--- src/rtl/bundle_pack_serializer_pkg.sv ---
// rtl/bundle_pack_serializer_pkg.sv - widths, state type and reference packing for the bundle serializer
//
// Purpose : shared definitions for bundle_pack_serializer and its flatten helper.
// Contents: field widths (A_W/C_W/D_W/B_W), beat width OUT_W, derived TOTAL_W/BEATS/BEAT_W/HOLD_W,
//           the serializer state enum, and pack_bundle() returning the flattened word P.
package bundle_pack_pkg;

    localparam int A_W     = 10;
    localparam int C_W     = 1;
    localparam int D_W     = 20;
    localparam int B_W     = 11;
    localparam int OUT_W   = 16;

    localparam int TOTAL_W = A_W + 2 * (C_W + D_W) + B_W;
    localparam int BEATS   = (TOTAL_W + OUT_W - 1) / OUT_W;
    localparam int BEAT_W  = (BEATS > 1) ? $clog2(BEATS) : 1;
    // Holding register is rounded up to whole beats; the pad bits stay zero.
    localparam int HOLD_W  = BEATS * OUT_W;

    typedef enum logic {
        IDLE = 1'b0,
        SEND = 1'b1
    } state_t;

    // Flattened asUInt order: b in the LSBs, a in the MSBs.
    function automatic logic [TOTAL_W-1:0] pack_bundle(
        input logic [A_W-1:0] a,
        input logic [C_W-1:0] c_1,
        input logic [D_W-1:0] d_1,
        input logic [C_W-1:0] c_0,
        input logic [D_W-1:0] d_0,
        input logic [B_W-1:0] b
    );
        return {a, c_1, d_1, c_0, d_0, b};
    endfunction

endpackage

--- src/rtl/bundle_pack_serializer_if.sv ---
// rtl/bundle_pack_serializer_if.sv - record-in / beat-out handshake bundle
//
// Purpose : groups the record input handshake and the beat output handshake.
// Signals : in_valid/in_ready + fields in_a, in_bar_c_0, in_bar_d_0, in_bar_c_1, in_bar_d_1, in_b;
//           out_valid/out_ready, out_data, out_last, out_beat.
// Modports: master - producer/consumer side driving records and accepting beats.
//           slave  - the serializer.
interface bundle_pack_serializer_if;
    import bundle_pack_pkg::*;

    logic              in_valid;
    logic              in_ready;
    logic [A_W-1:0]    in_a;
    logic [C_W-1:0]    in_bar_c_0;
    logic [D_W-1:0]    in_bar_d_0;
    logic [C_W-1:0]    in_bar_c_1;
    logic [D_W-1:0]    in_bar_d_1;
    logic [B_W-1:0]    in_b;

    logic              out_valid;
    logic              out_ready;
    logic [OUT_W-1:0]  out_data;
    logic              out_last;
    logic [BEAT_W-1:0] out_beat;

    modport master (
        output in_valid, in_a, in_bar_c_0, in_bar_d_0, in_bar_c_1, in_bar_d_1, in_b, out_ready,
        input  in_ready, out_valid, out_data, out_last, out_beat
    );

    modport slave (
        input  in_valid, in_a, in_bar_c_0, in_bar_d_0, in_bar_c_1, in_bar_d_1, in_b, out_ready,
        output in_ready, out_valid, out_data, out_last, out_beat
    );

endinterface

--- src/rtl/bundle_pack_serializer_flatten.sv ---
// rtl/bundle_pack_serializer_flatten.sv - combinational flatten of a bundle record into P
//
// Purpose : builds P = {a, c_1, d_1, c_0, d_0, b} from pairwise groups.
// Ports   : a_i, c_1_i, d_1_i, c_0_i, d_0_i, b_i - record fields
//           p_o                                  - flattened word, TOTAL_W bits
module bundle_pack_flatten
    import bundle_pack_pkg::*;
(
    input  logic [A_W-1:0]     a_i,
    input  logic [C_W-1:0]     c_1_i,
    input  logic [D_W-1:0]     d_1_i,
    input  logic [C_W-1:0]     c_0_i,
    input  logic [D_W-1:0]     d_0_i,
    input  logic [B_W-1:0]     b_i,
    output logic [TOTAL_W-1:0] p_o
);

    logic [A_W+C_W-1:0]         g_a_c1;
    logic [D_W+C_W-1:0]         g_d1_c0;
    logic [D_W+B_W-1:0]         g_d0_b;
    logic [A_W+2*C_W+D_W-1:0]   g_hi;

    assign g_a_c1  = {a_i, c_1_i};
    assign g_d1_c0 = {d_1_i, c_0_i};
    assign g_d0_b  = {d_0_i, b_i};
    assign g_hi    = {g_a_c1, g_d1_c0};
    assign p_o     = {g_hi, g_d0_b};

endmodule

--- src/rtl/bundle_pack_serializer.sv ---
// rtl/bundle_pack_serializer.sv - accepts one bundle record, emits it as OUT_W-bit beats LSB first
//
// Purpose : flattens each accepted record into P and streams BEATS beats of OUT_W bits.
//           Back-to-back records are accepted on the last beat of the previous one.
// Ports   : clock  - single clock, rising edge
//           reset  - synchronous, active-high
//           bus    - slave modport: record handshake in, beat handshake out
//           busy   - a record is held (state SEND)
module bundle_pack_serializer
    import bundle_pack_pkg::*;
(
    input  logic                      clock,
    input  logic                      reset,
    bundle_pack_serializer_if.slave   bus,
    output logic                      busy
);

    localparam logic [BEAT_W-1:0] LAST_BEAT = BEAT_W'(BEATS - 1);

    state_t             state_q, state_d;
    logic [HOLD_W-1:0]  hold_q, hold_d;
    logic [BEAT_W-1:0]  beat_q, beat_d;
    logic [OUT_W-1:0]   data_q, data_d;
    logic               last_q, last_d;

    logic [TOTAL_W-1:0] packed_w;
    logic [OUT_W-1:0]   hold_words [BEATS];
    logic [BEAT_W-1:0]  beat_inc;
    logic               accept;
    logic               advance;
    logic               finish;

    bundle_pack_flatten u_flatten (
        .a_i   (bus.in_a),
        .c_1_i (bus.in_bar_c_1),
        .d_1_i (bus.in_bar_d_1),
        .c_0_i (bus.in_bar_c_0),
        .d_0_i (bus.in_bar_d_0),
        .b_i   (bus.in_b),
        .p_o   (packed_w)
    );

    // ---------------- FSM: state register ----------------
    always_ff @(posedge clock) begin
        if (reset) begin
            state_q <= IDLE;
        end else begin
            state_q <= state_d;
        end
    end

    // ---------------- FSM: next state ----------------
    always_comb begin
        state_d = state_q;
        case (state_q)
            IDLE: begin
                if (bus.in_valid) begin
                    state_d = SEND;
                end
            end
            SEND: begin
                // Last beat consumed: stay in SEND only if a new record is taken now.
                if (bus.out_ready && last_q && !bus.in_valid) begin
                    state_d = IDLE;
                end
            end
            default: state_d = IDLE;
        endcase
    end

    // ---------------- FSM: outputs ----------------
    // in_ready depends combinationally on out_ready during the last beat so that
    // the next record can be taken without a bubble cycle.
    always_comb begin
        bus.in_ready  = 1'b0;
        bus.out_valid = 1'b0;
        busy          = 1'b0;
        case (state_q)
            IDLE: begin
                bus.in_ready = 1'b1;
            end
            SEND: begin
                bus.in_ready  = bus.out_ready & last_q;
                bus.out_valid = 1'b1;
                busy          = 1'b1;
            end
            default: begin
                bus.in_ready = 1'b0;
            end
        endcase
    end

    // ---------------- Datapath ----------------
    assign accept   = bus.in_valid & bus.in_ready;
    assign advance  = (state_q == SEND) & bus.out_ready & ~last_q;
    assign finish   = (state_q == SEND) & bus.out_ready & last_q & ~bus.in_valid;
    assign beat_inc = beat_q + BEAT_W'(1);

    always_comb begin
        for (int k = 0; k < BEATS; k++) begin
            hold_words[k] = hold_q[k*OUT_W +: OUT_W];
        end
    end

    always_comb begin
        hold_d = hold_q;
        beat_d = beat_q;
        data_d = data_q;
        last_d = last_q;
        if (accept) begin
            // Beat 0 comes straight from the flattened inputs so it is valid the
            // cycle after accept; later beats come from the holding register.
            hold_d = HOLD_W'(packed_w);
            beat_d = '0;
            data_d = packed_w[OUT_W-1:0];
            last_d = (BEATS == 1);
        end else if (advance) begin
            beat_d = beat_inc;
            data_d = hold_words[beat_inc];
            last_d = (beat_inc == LAST_BEAT);
        end else if (finish) begin
            beat_d = '0;
            data_d = '0;
            last_d = 1'b0;
        end
    end

    always_ff @(posedge clock) begin
        if (reset) begin
            hold_q <= '0;
            beat_q <= '0;
            data_q <= '0;
            last_q <= 1'b0;
        end else begin
            hold_q <= hold_d;
            beat_q <= beat_d;
            data_q <= data_d;
            last_q <= last_d;
        end
    end

    assign bus.out_data = data_q;
    assign bus.out_last = last_q;
    assign bus.out_beat = beat_q;

endmodule

--- src/flat_wrapper.sv ---
// flat-port wrapper written by rule: the top's interface ports become plain ports
module bundle_pack_serializer_flat import bundle_pack_pkg::*;
  (clock, reset, busy, bus_in_valid, bus_in_a, bus_in_bar_c_0, bus_in_bar_d_0, bus_in_bar_c_1, bus_in_bar_d_1, bus_in_b, bus_out_ready, bus_in_ready, bus_out_valid, bus_out_data, bus_out_last, bus_out_beat);
  bundle_pack_serializer_if bus_i ();
  input  logic clock;
  input  logic reset;
  output logic busy;
  input wire logic [$bits(bus_i.in_valid)-1:0] bus_in_valid;
  input wire logic [$bits(bus_i.in_a)-1:0] bus_in_a;
  input wire logic [$bits(bus_i.in_bar_c_0)-1:0] bus_in_bar_c_0;
  input wire logic [$bits(bus_i.in_bar_d_0)-1:0] bus_in_bar_d_0;
  input wire logic [$bits(bus_i.in_bar_c_1)-1:0] bus_in_bar_c_1;
  input wire logic [$bits(bus_i.in_bar_d_1)-1:0] bus_in_bar_d_1;
  input wire logic [$bits(bus_i.in_b)-1:0] bus_in_b;
  input wire logic [$bits(bus_i.out_ready)-1:0] bus_out_ready;
  output wire logic [$bits(bus_i.in_ready)-1:0] bus_in_ready;
  output wire logic [$bits(bus_i.out_valid)-1:0] bus_out_valid;
  output wire logic [$bits(bus_i.out_data)-1:0] bus_out_data;
  output wire logic [$bits(bus_i.out_last)-1:0] bus_out_last;
  output wire logic [$bits(bus_i.out_beat)-1:0] bus_out_beat;
  assign bus_i.in_valid = bus_in_valid;
  assign bus_i.in_a = bus_in_a;
  assign bus_i.in_bar_c_0 = bus_in_bar_c_0;
  assign bus_i.in_bar_d_0 = bus_in_bar_d_0;
  assign bus_i.in_bar_c_1 = bus_in_bar_c_1;
  assign bus_i.in_bar_d_1 = bus_in_bar_d_1;
  assign bus_i.in_b = bus_in_b;
  assign bus_i.out_ready = bus_out_ready;
  assign bus_in_ready = bus_i.in_ready;
  assign bus_out_valid = bus_i.out_valid;
  assign bus_out_data = bus_i.out_data;
  assign bus_out_last = bus_i.out_last;
  assign bus_out_beat = bus_i.out_beat;
  bundle_pack_serializer u_core (.clock(clock), .reset(reset), .bus(bus_i), .busy(busy));
endmodule
--- config.mk ---
export PLATFORM = sky130hd
export DESIGN_NAME = bundle_pack_serializer_flat
export DESIGN_NICKNAME = d
export VERILOG_FILES = /design/src/rtl/bundle_pack_serializer_pkg.sv /design/src/rtl/bundle_pack_serializer_if.sv /design/src/rtl/bundle_pack_serializer_flatten.sv /design/src/rtl/bundle_pack_serializer.sv /design/src/flat_wrapper.sv
export SDC_FILE = /design/constraint.sdc
export NUM_CORES = 1
export LEC_CHECK = 0
export ABC_AREA = 1
export BUFFER_PORTS_ARGS = -buffer_cell sky130_fd_sc_hd__buf_2
export CORE_ASPECT_RATIO = 0.8
export CORE_MARGIN = 2
export CORE_UTILIZATION = 55
export DETAILED_ROUTE_END_ITERATION = 8
export MAX_ROUTING_LAYER = met4
export PLACE_DENSITY_LB_ADDON = 0.2
export SYNTH_ARGS = -nofsm -noshare
export SYNTH_HDL_FRONTEND = slang
export SYNTH_HIERARCHICAL = 1
export SYNTH_SLANG_ARGS = --single-unit
--- constraint.sdc ---
create_clock -name clock -period 3 [get_ports clock]
set_input_delay 0.6 -clock clock [delete_from_list [all_inputs] [get_ports clock]]
set_output_delay 0.6 -clock clock [all_outputs]
set_load 0.01 [all_outputs]
==> run summary <==
Tmin final: 2.087 ns
num ports: 89
largest stage delay on the critical path: 0.60 ns
combinational fraction of design power: 16.3%
ratio of cells with drive above 1 in the final layout: 21.81%
latest clock arrival within the worst-skew pair: 0.35 ns
Starting Density: 57.04%
WL/cell: 13.38 um
syn avg cell area: 7.264 sq um
Hold WC Path Type: reg -> reg
Routed Antenna Nets: 0
final hold slack: 0.4545 ns
Clock power frac: 33.1%
post-CTS resize count: 0
worst slew pin tran: 0.8386 ns
std cell rows: 28
Mapped Cells: 586
synthesized area: 0.004257 sq mm
Post-CTS Repair Setup Buffers: 0
Net Count, Synth: 654
die width: 102.4 um
Crit path top cell by count: nand2_1
Total Routing Usage GR: 23.35%
CP max-delay cell: ha_1
Required @ worst endpoint: 3.24 ns
RSZ-0062 raised after global routing: no
Post-Route WL: 9379 um
worst-path cell chain: inv_1 -> ha_1 -> clkinv_1 -> nand3_1 -> nand2_1 -> nand2_1 -> a21oi_2
VDD IR-drop max: 0.0002753 V
clock sink count: 83
CTS tree: done
Hold EP: u_core/hold_q[54]$_SDFFE_PP0P_
DRT Pass-1 Iters: 6
CP Launch Point: u_core/bus.out_beat[0]$_SDFFE_PP0P_
gp weighted congestion: 0.8283
worst hold stages: 2
Worst Setup Start Kind: flop
Starting DRT DRC Count: 148
internal power: 1.731 mW
Fmax: 479.2 MHz
status: complete, no violations
part of the Yosys area used for sequential elements: 39.04%
die height: 82.69 um
Core Region: 0.007462 sq mm
worst reg2reg endpoint: u_core/bus.out_data[12]$_SDFFE_PP0P_
Final Hold Viols: 0
hold_sp: u_core/hold_q[54]$_SDFFE_PP0P_
reg2reg setup slack: 0.91 ns
Slew Viols, Final: 0
initial antenna violation count: 0
hold_buf cts: 0
reg2reg path depth: 7
final clock skew: 0.01020 ns
Power Dens Cells: 550.3 mW/mm^2
nets: 659
input/output buffers: 88
Net Sw Frac: 27.71%
Worst Setup End Kind: flop
vias: 3575
clock slew seen by the registers of the worst setup and hold paths: 0.08 ns
fin crit share: 69.57%
Yosys warning total: 6
gr ovfl total: 0
first-pass GRT wire length: 14810 um
area delta synth->final: 2.205%
Yosys reg bits: 83
Ant. Diodes: 0
sequential share of power: 50.6%
Final Setup Violations: 0
vias in the first global route: 3239
leakage: 2.083 nW
Worst Path Max Fanout: 17
MaxCap Viol Count: 0
total negative slack: 0 ns
CTS Buf Count: 9
DP HPWL: 6579 um
Critical Path AT: 2.33 ns
Slew HR: 44.09%
root buffer cell: clkbuf_8
largest net degree at the start of global routing: 95
H-tree depth: 3
Distinct cells, synth: 24
Crit Path Category: reg -> reg
Sw Pwr: 663.5 uW
clk buf depth: 2
routed vias/inst: 5.100
worst reg2reg startpoint: u_core/bus.out_beat[0]$_SDFFE_PP0P_
DRC: 0
area of the die: 0.008463 sq mm
==> power groups by stage <==
stage | registers, mW | clock network (mW) | logic (mW)
after CTS | 1.21 | 0.805 | 0.388
after global routing | 1.22 | 0.854 | 0.441
final | 1.21 | 0.792 | 0.390
after detailed placement | 1.24 | 0 | 0.386
after global placement | 1.24 | 0 | 0.378
after floorplan | 1.24 | 0 | 0.331
==> how the worst max path moves through the flow <==
stage	to	depth (start not counted)
after floorplan	u_core/bus.out_data[10]$_SDFFE_PP0P_	11
after global placement	u_core/hold_q[4]$_SDFFE_PP0P_	5
after detailed placement	u_core/hold_q[1]$_SDFFE_PP0P_	5
after CTS	u_core/bus.out_data[12]$_SDFFE_PP0P_	7
after global routing	u_core/bus.out_data[6]$_SDFFE_PP0P_	7
final	u_core/bus.out_data[12]$_SDFFE_PP0P_	7
==> cells in the mapped netlist <==
| master | number | area share (%) |
|---|---|---|
| a21oi_2 | 7 | 1.4 |
| clkinv_1 | 1 | 0.088 |
| clkbuf_1 | 14 | 1.2 |
| dfxtp_1 | 83 | 39 |
| buf_6 | 9 | 2.4 |
| o21ai_1 | 15 | 1.8 |
| o22ai_1 | 16 | 2.4 |
| buf_2 | 11 | 1.3 |
| inv_2 | 1 | 0.088 |
| o21ai_2 | 1 | 0.21 |
| nor2_1 | 1 | 0.088 |
| o21ai_0 | 48 | 5.6 |
| a21o_1 | 1 | 0.18 |
| nand2_1 | 118 | 10 |
| buf_4 | 66 | 12 |
| nor2_4 | 1 | 0.26 |
| inv_1 | 80 | 7.1 |
| nand3_1 | 41 | 4.8 |
| ha_1 | 1 | 0.29 |
| nand3_2 | 7 | 1.6 |
| nand2_2 | 2 | 0.29 |
| nand2_4 | 1 | 0.26 |
| buf_12 | 1 | 0.47 |
| a21oi_1 | 60 | 7.1 |
==> routing by layer <==
metal  global-route usage (%)  share of wire (%)
met4                    6.000                1.3
met1                    29.19                 45
met5                        -                  0
met2                    37.89                 49
met3                    6.229                5.4
==> stage by stage <==
step                      instance area [sq um]  std cells  total power, mW  util (%)  setup slack (ns)
after floorplan                            4257        586            1.572         -             1.104
after global placement                     4156        685            1.613     55.70            0.8146
after detailed placement                   4156        685            1.623     55.70            0.7369
after CTS                                  4350        701            2.405     58.30            0.9372
after global routing                       4350        701            2.515     58.30            0.6588
final                                      4350        701            2.394     58.30            0.9130
==> layout by cell type, fill, tap and decap left out, drive strengths merged <==
cell / instances
clkinvlp: 1
ha: 1
o22ai: 16
bufinv: 1
clkbuf: 11
dfxtp: 83
a21o: 1
o21ai: 64
a21oi: 67
inv: 81
nand2: 121
nand3: 48
clkinv: 4
nor2: 2
buf: 95
==> logic make-up (layout without fill, tap and decap cells) <==
| logic type | after synthesis | after routing | share of synthesized area (%) |
|---|---|---|---|
| buf+inv | 183 | 193 | 24.25 |
| simple gates | 171 | 171 | 17.78 |
| fa+ha+maj | 1 | 1 | 0.2939 |
| compound gates | 148 | 148 | 18.64 |
| flops | 83 | 83 | 39.04 |
==> final cells by class <==
type	count	area, sq um
Clock inverter	5	52.55
Fill cell	754	3112
Multi-Input combinational cell	320	1563
Timing Repair Buffer	95	493.0
Inverter	82	307.8
Clock buffer	11	141.4
Tap cell	105	131.4
Sequential cell	83	1662
==> state kept, by name, summed over array words and instances, names as in the netlist <==
name / count
u_core/hold_q: 63
u_core/bus.out_data: 16
u_core/bus.out_beat: 2
u_core/bus.out_last: 1
u_core/state_q: 1
==> critical path: cells and delay by family (launching register included) <==
family / cells / cell delay [ns]
adder cells (fa/ha/maj): 1 / 0.60
buffers and inverters: 2 / 0.57
AND/OR/NAND/NOR: 3 / 0.42
flip-flops: 1 / 0.33
AO/OA/AOI/OAI: 1 / 0.06
No activity file was read; power rests on OpenSTA's default activity.
